[config.mk]
export PLATFORM = sky130hd
export DESIGN_NAME = fp_sqrt_seq
export DESIGN_NICKNAME = d
export VERILOG_FILES = /design/src/rtl/fp_sqrt_pkg.sv /design/src/rtl/fp_sqrt_step.sv /design/src/rtl/fp_sqrt_seq.sv
export SDC_FILE = /design/constraint.sdc
export NUM_CORES = 1
export LEC_CHECK = 0
export CAP_MARGIN = 20
export CORE_MARGIN = 2
export CORE_UTILIZATION = 50
export DETAILED_ROUTE_END_ITERATION = 8
export GPL_TIMING_DRIVEN = 1
export PLACE_DENSITY = 0.7
export SLEW_MARGIN = 30
export SYNTH_ARGS = -nofsm -noshare
export SYNTH_HDL_FRONTEND = slang
export SYNTH_HIERARCHICAL = 1
export SYNTH_SLANG_ARGS = --single-unit
[constraint.sdc]
create_clock -name clk -period 8.7 [get_ports clk]
set_clock_uncertainty 0.2 [all_clocks]
set_input_delay 1.305 -clock clk [delete_from_list [all_inputs] [get_ports clk]]
set_output_delay 1.305 -clock clk [all_outputs]
set_load 0.02 [all_outputs]
[src/rtl/fp_sqrt_pkg.sv]
// rtl/fp_sqrt_pkg.sv - shared types and constants for the sequential single-precision square root
package fp_sqrt_pkg;

    localparam int ITER   = 25;
    localparam int BIAS   = 127;
    localparam int EXP_W  = 8;
    localparam int FRAC_W = 23;
    localparam int RAD_W  = 2 * ITER;
    localparam int REM_W  = ITER + 2;

    localparam logic [31:0] QNAN    = 32'h7FC0_0000;
    localparam logic [31:0] POS_INF = 32'h7F80_0000;

    typedef enum logic [1:0] {
        ST_IDLE,
        ST_CALC,
        ST_ROUND,
        ST_DONE
    } state_e;

endpackage

[src/rtl/fp_sqrt_step.sv]
// rtl/fp_sqrt_step.sv - one restoring square-root iteration (combinational)
module fp_sqrt_step
    import fp_sqrt_pkg::*;
(
    input  logic [REM_W-1:0] rem_in,
    input  logic [ITER-1:0]  root_in,
    input  logic [1:0]       rad_bits,
    output logic [REM_W-1:0] rem_out,
    output logic [ITER-1:0]  root_out
);

    logic [REM_W+1:0] cur;
    logic [REM_W+1:0] trial;
    logic [REM_W+1:0] diff;
    logic             unused_bits;

    always_comb begin
        cur   = {rem_in, rad_bits};
        trial = {2'b00, root_in, 2'b01};
        diff  = cur - trial;
        if (cur >= trial) begin
            rem_out  = diff[REM_W-1:0];
            root_out = {root_in[ITER-2:0], 1'b1};
        end else begin
            rem_out  = cur[REM_W-1:0];
            root_out = {root_in[ITER-2:0], 1'b0};
        end
    end

    // The remainder never exceeds twice the root, so the top bits stay zero.
    assign unused_bits = ^{cur[REM_W+1:REM_W], diff[REM_W+1:REM_W], root_in[ITER-1]};

endmodule

[src/rtl/fp_sqrt_seq.sv]
// rtl/fp_sqrt_seq.sv - sequential IEEE-754 single square root, one root bit per cycle
module fp_sqrt_seq
    import fp_sqrt_pkg::*;
(
    input  logic        clk,
    input  logic        rst,
    input  logic        in_valid,
    output logic        in_ready,
    input  logic [31:0] a,
    output logic        out_valid,
    input  logic        out_ready,
    output logic [31:0] result,
    output logic        Exception,
    output logic        Underflow,
    output logic        Overflow
);

    state_e             state_q, state_d;
    logic [31:0]        res_q, res_d;
    logic [2:0]         flags_q, flags_d;
    logic [RAD_W-1:0]   rad_q, rad_d;
    logic [REM_W-1:0]   rem_q, rem_d;
    logic [ITER-1:0]    root_q, root_d;
    logic [4:0]         cnt_q, cnt_d;
    logic [EXP_W-1:0]   exp_q, exp_d;

    logic               sign;
    logic [EXP_W-1:0]   e_in;
    logic [FRAC_W-1:0]  f_in;
    logic               is_special;
    logic [31:0]        spec_res;
    logic [2:0]         spec_flags;
    logic               odd_exp;
    logic [ITER-1:0]    sig_ext;
    logic [EXP_W:0]     exp_sum;
    logic [REM_W-1:0]   step_rem;
    logic [ITER-1:0]    step_root;
    logic               rnd_up;
    logic [ITER-1:0]    sig_rnd;
    logic               carry;
    logic               unused_bits;

    assign {sign, e_in, f_in} = a;

    // Flags are packed {Exception, Underflow, Overflow}; the first matching rule wins.
    always_comb begin
        is_special = 1'b1;
        spec_res   = QNAN;
        spec_flags = 3'b100;
        if (e_in == '1 && f_in != '0) begin
            spec_res   = QNAN;
        end else if (sign && e_in != '0) begin
            spec_res   = QNAN;
        end else if (e_in == '1) begin
            spec_res   = POS_INF;
            spec_flags = 3'b001;
        end else if (e_in == '0 && f_in == '0) begin
            spec_res   = a;
            spec_flags = 3'b000;
        end else if (e_in == '0) begin
            spec_res   = {sign, 31'd0};
            spec_flags = 3'b010;
        end else begin
            is_special = 1'b0;
        end
    end

    // An even biased exponent means an odd unbiased one; halving (E+BIAS-odd) is exact.
    assign odd_exp = ~e_in[0];
    assign sig_ext = odd_exp ? {1'b1, f_in, 1'b0} : {2'b01, f_in};
    assign exp_sum = {1'b0, e_in} + (EXP_W+1)'(BIAS) - {{EXP_W{1'b0}}, odd_exp};

    fp_sqrt_step u_step (
        .rem_in   (rem_q),
        .root_in  (root_q),
        .rad_bits (rad_q[RAD_W-1 -: 2]),
        .rem_out  (step_rem),
        .root_out (step_root)
    );

    assign rnd_up  = root_q[0] & ((|rem_q) | root_q[1]);
    assign sig_rnd = {1'b0, root_q[ITER-1:1]} + {{(ITER-1){1'b0}}, rnd_up};
    assign carry   = sig_rnd[ITER-1];
    assign unused_bits = ^{exp_sum[0], sig_rnd[FRAC_W]};

    always_ff @(posedge clk or posedge rst) begin
        if (rst) begin
            state_q <= ST_IDLE;
            res_q   <= '0;
            flags_q <= '0;
            rad_q   <= '0;
            rem_q   <= '0;
            root_q  <= '0;
            cnt_q   <= '0;
            exp_q   <= '0;
        end else begin
            state_q <= state_d;
            res_q   <= res_d;
            flags_q <= flags_d;
            rad_q   <= rad_d;
            rem_q   <= rem_d;
            root_q  <= root_d;
            cnt_q   <= cnt_d;
            exp_q   <= exp_d;
        end
    end

    always_comb begin
        state_d = state_q;
        case (state_q)
            ST_IDLE:  if (in_valid) state_d = is_special ? ST_DONE : ST_CALC;
            ST_CALC:  if (cnt_q == 5'(ITER-1)) state_d = ST_ROUND;
            ST_ROUND: state_d = ST_DONE;
            ST_DONE:  if (out_ready) state_d = ST_IDLE;
            default:  state_d = ST_IDLE;
        endcase
    end

    always_comb begin
        res_d   = res_q;
        flags_d = flags_q;
        rad_d   = rad_q;
        rem_d   = rem_q;
        root_d  = root_q;
        cnt_d   = cnt_q;
        exp_d   = exp_q;
        case (state_q)
            ST_IDLE: begin
                if (in_valid && is_special) begin
                    res_d   = spec_res;
                    flags_d = spec_flags;
                end else if (in_valid) begin
                    rad_d  = {sig_ext, {ITER{1'b0}}};
                    rem_d  = '0;
                    root_d = '0;
                    cnt_d  = '0;
                    exp_d  = exp_sum[EXP_W:1];
                end
            end
            ST_CALC: begin
                rem_d  = step_rem;
                root_d = step_root;
                rad_d  = {rad_q[RAD_W-3:0], 2'b00};
                cnt_d  = cnt_q + 5'd1;
            end
            ST_ROUND: begin
                res_d   = {1'b0, exp_q + {{(EXP_W-1){1'b0}}, carry},
                           carry ? {FRAC_W{1'b0}} : sig_rnd[FRAC_W-1:0]};
                flags_d = 3'b000;
            end
            default: ;
        endcase
    end

    always_comb begin
        in_ready  = (state_q == ST_IDLE);
        out_valid = (state_q == ST_DONE);
    end

    assign result    = res_q;
    assign Exception = flags_q[2];
    assign Underflow = flags_q[1];
    assign Overflow  = flags_q[0];

endmodule

Word-level counts from Yosys, hierarchy flattened
Cells that the tools add are included.
- add/subtract/negate cells: 6
- multiply operators: 0
- divide/modulo/power cells: 0
- magnitude comparators: 1
- equality and inequality tests: 10
- shift-type cells: 0
- muxes and demuxes: 40
- bitwise gates (word level): 4
- reduce and logical (&&, ||, !) cells: 16
- operator list (cell ; count):
    32-bit two-way mux ; 6
    50-bit two-way mux ; 2
    50-bit case mux with 2 select lines ; 1
    27-bit two-way mux ; 3
    25-bit two-way mux ; 3
    32-bit case mux with 2 select lines ; 1
    27-bit case mux with 2 select lines ; 1
    25-bit case mux with 2 select lines ; 1
    29-bit by 27-bit greater-or-equal comparator with 1-bit output ; 1
    27-bit OR reduction ; 1
    27-bit subtractor ; 1
    24-bit by 1-bit adder with 25-bit output ; 1
    23-bit logical NOT ; 1
    23-bit two-way mux ; 1
    23-bit nonzero test ; 1
    3-bit two-way mux ; 6
    5-bit two-way mux ; 2
    5-bit case mux with 2 select lines ; 1
    8-bit by 7-bit adder with 9-bit output (second input constant) ; 1
    3-bit AND reduction ; 3
    9-bit by 1-bit subtractor with 9-bit output ; 1
    8-bit by 1-bit adder with 8-bit output ; 1
    8-bit equality test (second input constant) ; 1
    8-bit logical NOT ; 1
    18 further kinds ; 35
- flip-flop bits (word level): 152
- bits in latches: 0
- bits in writable memories: 0
- memory bits (read-only): 0
- input bits: 36
- output and inout bits: 37
- logic and storage cells: 85
- memories: 0

Longest topological paths before layout
- depth in word-level cells: 9
- depth in mapped cells: 15
- gate-level depth less buffers: 13

By module
Netlist, hierarchy kept.
- modules (own cells, without submodules) (module ; instances ; cells each ; area an instance (sq um) ; seq. area each (sq um)):
    fp_sqrt_seq ; 1 ; 740 ; 6522.5 ; 3178.0
    fp_sqrt_step ; 1 ; 295 ; 2232.1 ; 0.0

Least setup slack after synthesis
No wires, ideal clock.
- kind: input -> register
- from: input a[23]
- to: register root_q[2]
- library setup time: 0.135 ns
- arrival time: 3.500 ns
- data required time: 8.365 ns
- path slack: 4.865 ns
- stages on the path: 12
- buffers on the path: 6
- cells stage by stage: clkbuf_1 -> buf_2 -> inv_1 -> ha_1 -> and4_4 -> buf_6 -> o41a_1 -> buf_6 -> buf_2 -> buf_2 -> nand2_1 -> o21ai_0
- longest elaborated chain between the ends: 9
- elaborated cells on any way between the ends: 14
- classes of those cells: eq/ne: 2; mux: 5; reduce/logical: 7
- ends and longest elaborated chain (what ; line ; RTL):
    from (decl) ; fp_sqrt_seq.sv:9 ; input logic [31:0] a,
    8-bit logical NOT ; fp_sqrt_seq.sv:57, fp_sqrt_seq.sv:60 ;
    1-bit two-way mux or 1-bit logical AND (tied branches) ; fp_sqrt_seq.sv:60, fp_sqrt_seq.sv:57 ;
    1-bit two-way mux ; fp_sqrt_seq.sv:57 ; end else if (e_in == '0 && f_in == '0) begin
    1-bit two-way mux ; fp_sqrt_seq.sv:54 ; end else if (e_in == '1) begin
    1-bit two-way mux ; fp_sqrt_seq.sv:52 ; end else if (sign && e_in != '0) begin
    1-bit two-way mux * ; fp_sqrt_seq.sv:50 ; if (e_in == '1 && f_in != '0) begin
    1-bit logical AND * ; fp_sqrt_seq.sv:129 ; if (in_valid && is_special) begin
    2-bit != test (no source line) * ; - ;
    3-bit AND reduction (no source line) * ; - ;
    to (signal assigned) ; fp_sqrt_seq.sv:102 ; root_q <= root_d;
    to (decl) ; fp_sqrt_seq.sv:23 ; logic [ITER-1:0] root_q, root_d;
Mark *: on every way between the ends. The rest lies on a longest branch, timed or not.
A chain may end at the register's enable or synchronous reset.

Worst setup path in the final report
- from: register root_q[1]
- to: register rem_q[3]
- longest elaborated chain between the ends: 3
- elaborated cells on any way between the ends: 4
- classes of those cells: add/sub: 1; order compare: 1; mux: 2
- ends and longest elaborated chain (what ; line ; RTL):
    27-bit subtractor or 29-bit by 27-bit greater-or-equal comparator with 1-bit output (tied branches) ; fp_sqrt_step.sv:20, fp_sqrt_step.sv:21 ;
    27-bit two-way mux * ; fp_sqrt_step.sv:21 ; if (cur >= trial) begin
    net step_rem[3] ; fp_sqrt_seq.sv:36 ; logic [REM_W-1:0] step_rem;
    27-bit case mux with 2 select lines * ; fp_sqrt_seq.sv:127 ; case (state_q)
    to (signal assigned) ; fp_sqrt_seq.sv:101 ; rem_q <= rem_d;
    to (decl) ; fp_sqrt_seq.sv:22 ; logic [REM_W-1:0] rem_q, rem_d;
The timed path passes the listed nets; every way through them passes the cells marked *.

==> reports/summary.txt <==
Final Hold Fails: 0
Crit Path Category: reg2reg
startpoint types: flop
fin. max-slew vios: 0
die width: 136 µm
num rows: 48
sequential cell area: 0.00318 mm²
Die Height: 136 µm
CTS tree: done
commonest register cell after synthesis: dfrtp_1
die area: 0.0186 mm²
vias: 7,129
Slew @ Worst Pin: 0.839 ns
Rel. slew slack: 44.1%
Mapped Area: 0.00875 mm²
wire per inst: 15.0 µm
HP Class: reg2reg
max_cap viols: 0
first-pass GRT wire length: 32,500 µm
clock transition at the registers of the reported paths: 0.06 ns
Yosys cell types: 71
Clock Sinks: 127
crit path time final: 4.20 ns
cells after synthesis: 1,035
ys async rst share: 100%
vias in the first global route: 6,681
Root Driver: clkbuf_16
Syn Area/Cell: 8.46 µm²
Max FO, Critical Path: 16
CP required: 8.77 ns
crit-path cells: inv_1 > ha_1 > nor3_1 > a211oi_2 > a31oi_4 > o311ai_4 > nor2_4 > o211ai_2 > a2111o_1 > buf_4 > mux2_2 > nand2_1 > o21ai_0
CP Depth: 13
setup violators final: 0
launching point of the worst reg2reg path: root_q[1]
initial antenna violation count: 0
pwr dens: 447 mW/mm²
post-CTS repair timing setup buffer count: 0
Final ANT Viol Nets: 0
Port Buffers: 72
reg-to-reg slack, setup: 4.50 ns
fin crit share: 48.3%
CP endpoint: rem_q[3]
global route total overflow: 0
Max Buffers Root-to-Sink: 2
Leak Pwr: 4.35 nW
first-pass detailed-route iteration total: 5
core area: 0.0172 mm²
Place WS: 4.21 ns
post-CTS resize count: 0
GRT Total Usage: 21.9%
Worst R2R End: rem_q[3]
# fillers: 1,551
share of cells above drive strength 1: 7.68%
outcome: completed
Max stage delay on crit path: 0.64 ns
clk_lat worst skew: 0.43 ns
fmax: 0.238 GHz
number of DRC markers in iteration 0: 451
gp weighted congestion: 0.859
final WL: 19,400 µm
H-tree depth: 4
CP Capture Type: flop
CP startpoint: root_q[1]
Area growth syn-to-layout: 13.2%
Peak supply drop: 0.000232 V
Num CTS Buffers: 17
Diodes inserted: 0
Final WS setup: 4.50 ns
DRC: 0
Synth warnings: 6
r2r worst-path depth: 13
via/cell ratio: 5.51
Mapped Nets: 1,122
EDFF count, synth: 0
Data arrival, critical path: 4.28 ns
dpl hpwl: 14,000 µm
register bit total from synthesis: 127
Crit-path slowest cell: a2111o_1
pin count of the biggest net entering global routing: 81
I/O pins: 73
register area share after synthesis: 36.3%
RSZ-0062 raised after global routing: no
CP top delay family: compound AO/OA/AOI/OAI gates
nets@finish: 1,142
initial core utilization: 50.8%
area of the multi-input gates: 0.00491 mm²
Hold-fix buffers, CTS: 0
final setup TNS: 0 ns
CP bufs+invs: 2
-- area by class of cell --
type                    count  share of cell area (%)
clock inverters             9                   0.846
inverters                  52                    1.99
multi-input cells         779                    49.6
flip-flops and latches    127                    32.1
well taps                 225                    2.84
repair buffers             78                    7.85
clock buffers              23                    4.82
-- state kept, by name (all words and copies together), names as in the netlist --
signal and cells:
cnt_q 5, state_q 2, exp_q 8, rem_q 27, result 32, flags_q 3
rad_q 25, root_q 25
-- synthesized netlist by cell type (all sizes together), types with 14 or more instances --
cell | instances | area, µm²
nand4 | 19 | 119
buf | 46 | 364
nor2 | 56 | 218
clkbuf | 31 | 118
mux2i | 26 | 260
inv | 51 | 191
xnor2 | 24 | 210
xor2 | 31 | 272
nand2 | 207 | 780
a21oi | 56 | 280
nor4 | 14 | 100
mux2 | 25 | 342
dfrtp | 127 | 3180
nand3 | 19 | 95.1
o21ai | 135 | 679
ha | 50 | 626
-- power by group --
part / switching (mW) / internal, mW / total [mW] / leakage, nW
clock: 0.265 / 0.414 / 0.679 / 0.266
combinational: 1.49 / 1.35 / 2.84 / 2.40
sequential: 0.152 / 0.765 / 0.916 / 1.69
total: 1.91 / 2.53 / 4.43 / 4.35
-- worst min-delay path: cells and delay by family (launching register included) --
family / cells / cell delay (ns)
compound gates: 1 / 0.05
simple gates: 1 / 0.05
flops: 1 / 0.34
-- cells in the final DEF, fill, tap and decap left out, types with 3 or more instances in the layout --
cell type,n
nand2_1,206
nand4_1,19
nand2b_1,5
nor4_1,12
o31ai_1,4
o21ai_1,16
o21ai_0,118
or3_1,4
and4_1,3
dfrtp_1,127
xnor2_1,24
clkbuf_1,3
a21oi_1,56
o21bai_1,4
clkdlybuf4s50_1,72
a211oi_1,8
a31oi_1,4
mux2_2,9
nand4b_1,3
ha_1,49
nor2_1,55
mux2_4,16
mux2i_1,26
nor3_1,11
clkinv_2,3
a211o_1,3
o21a_1,4
nand3_1,19
and3_1,12
clkbuf_8,3
a21o_1,8
clkbuf_16,17
inv_1,50
buf_4,5
xor2_1,31
nor2b_1,7
clkinvlp_4,4
-- cell families (layout without fill, tap and decap cells) --
logic type      after synthesis  after routing  synth area share [%]
simple gates                370            370                  19.1
compound gates              252            252                  17.1
buf+inv                     129            162                  7.73
flops                       127            127                  36.3
xor+xnor                     55             55                  5.50
fa+ha+maj                    51             51                  7.37
mux                          51             51                  6.87
-- per-layer routing --
| metal | part of all wire [%] | wire [µm] | global-route usage, % |
|---|---|---|---|
| met5 | 0 | 0 | 0 |
| met1 | 49 | 9570 | 31.2 |
| met2 | 46 | 8840 | 34.1 |
| met4 | 1.5 | 283 | 6.08 |
| met3 | 3.5 | 685 | 3.84 |
-- metrics by stage --
step                hold slack [ns]  std cells  utilization [%]  cell area, µm²  power, mW
finish                        0.274       1293             57.5            9910       4.43
global route                  0.300       1293             57.5            9910       4.80
CTS                           0.283       1293             57.5            9910       4.44
detailed placement            0.270       1261             54.2            9350       3.74
global placement              0.260       1260             54.1            9330       3.70
floorplan                     0.250       1035                -            8750       3.36
-- worst min-delay path by stage --
stage | end | cells past startpoint | slack (ns) | from
floorplan | rad_q[47] | 2 | 0.25 | rad_q[47]
CTS | result[31] | 2 | 0.28 | result[31]
detailed placement | result[31] | 2 | 0.27 | result[31]
global placement | flags_q[1] | 2 | 0.26 | flags_q[1]
global route | result[3] | 2 | 0.30 | result[3]
finish | flags_q[1] | 2 | 0.27 | flags_q[1]
Note: power is estimated with default switching activity, not from simulation.
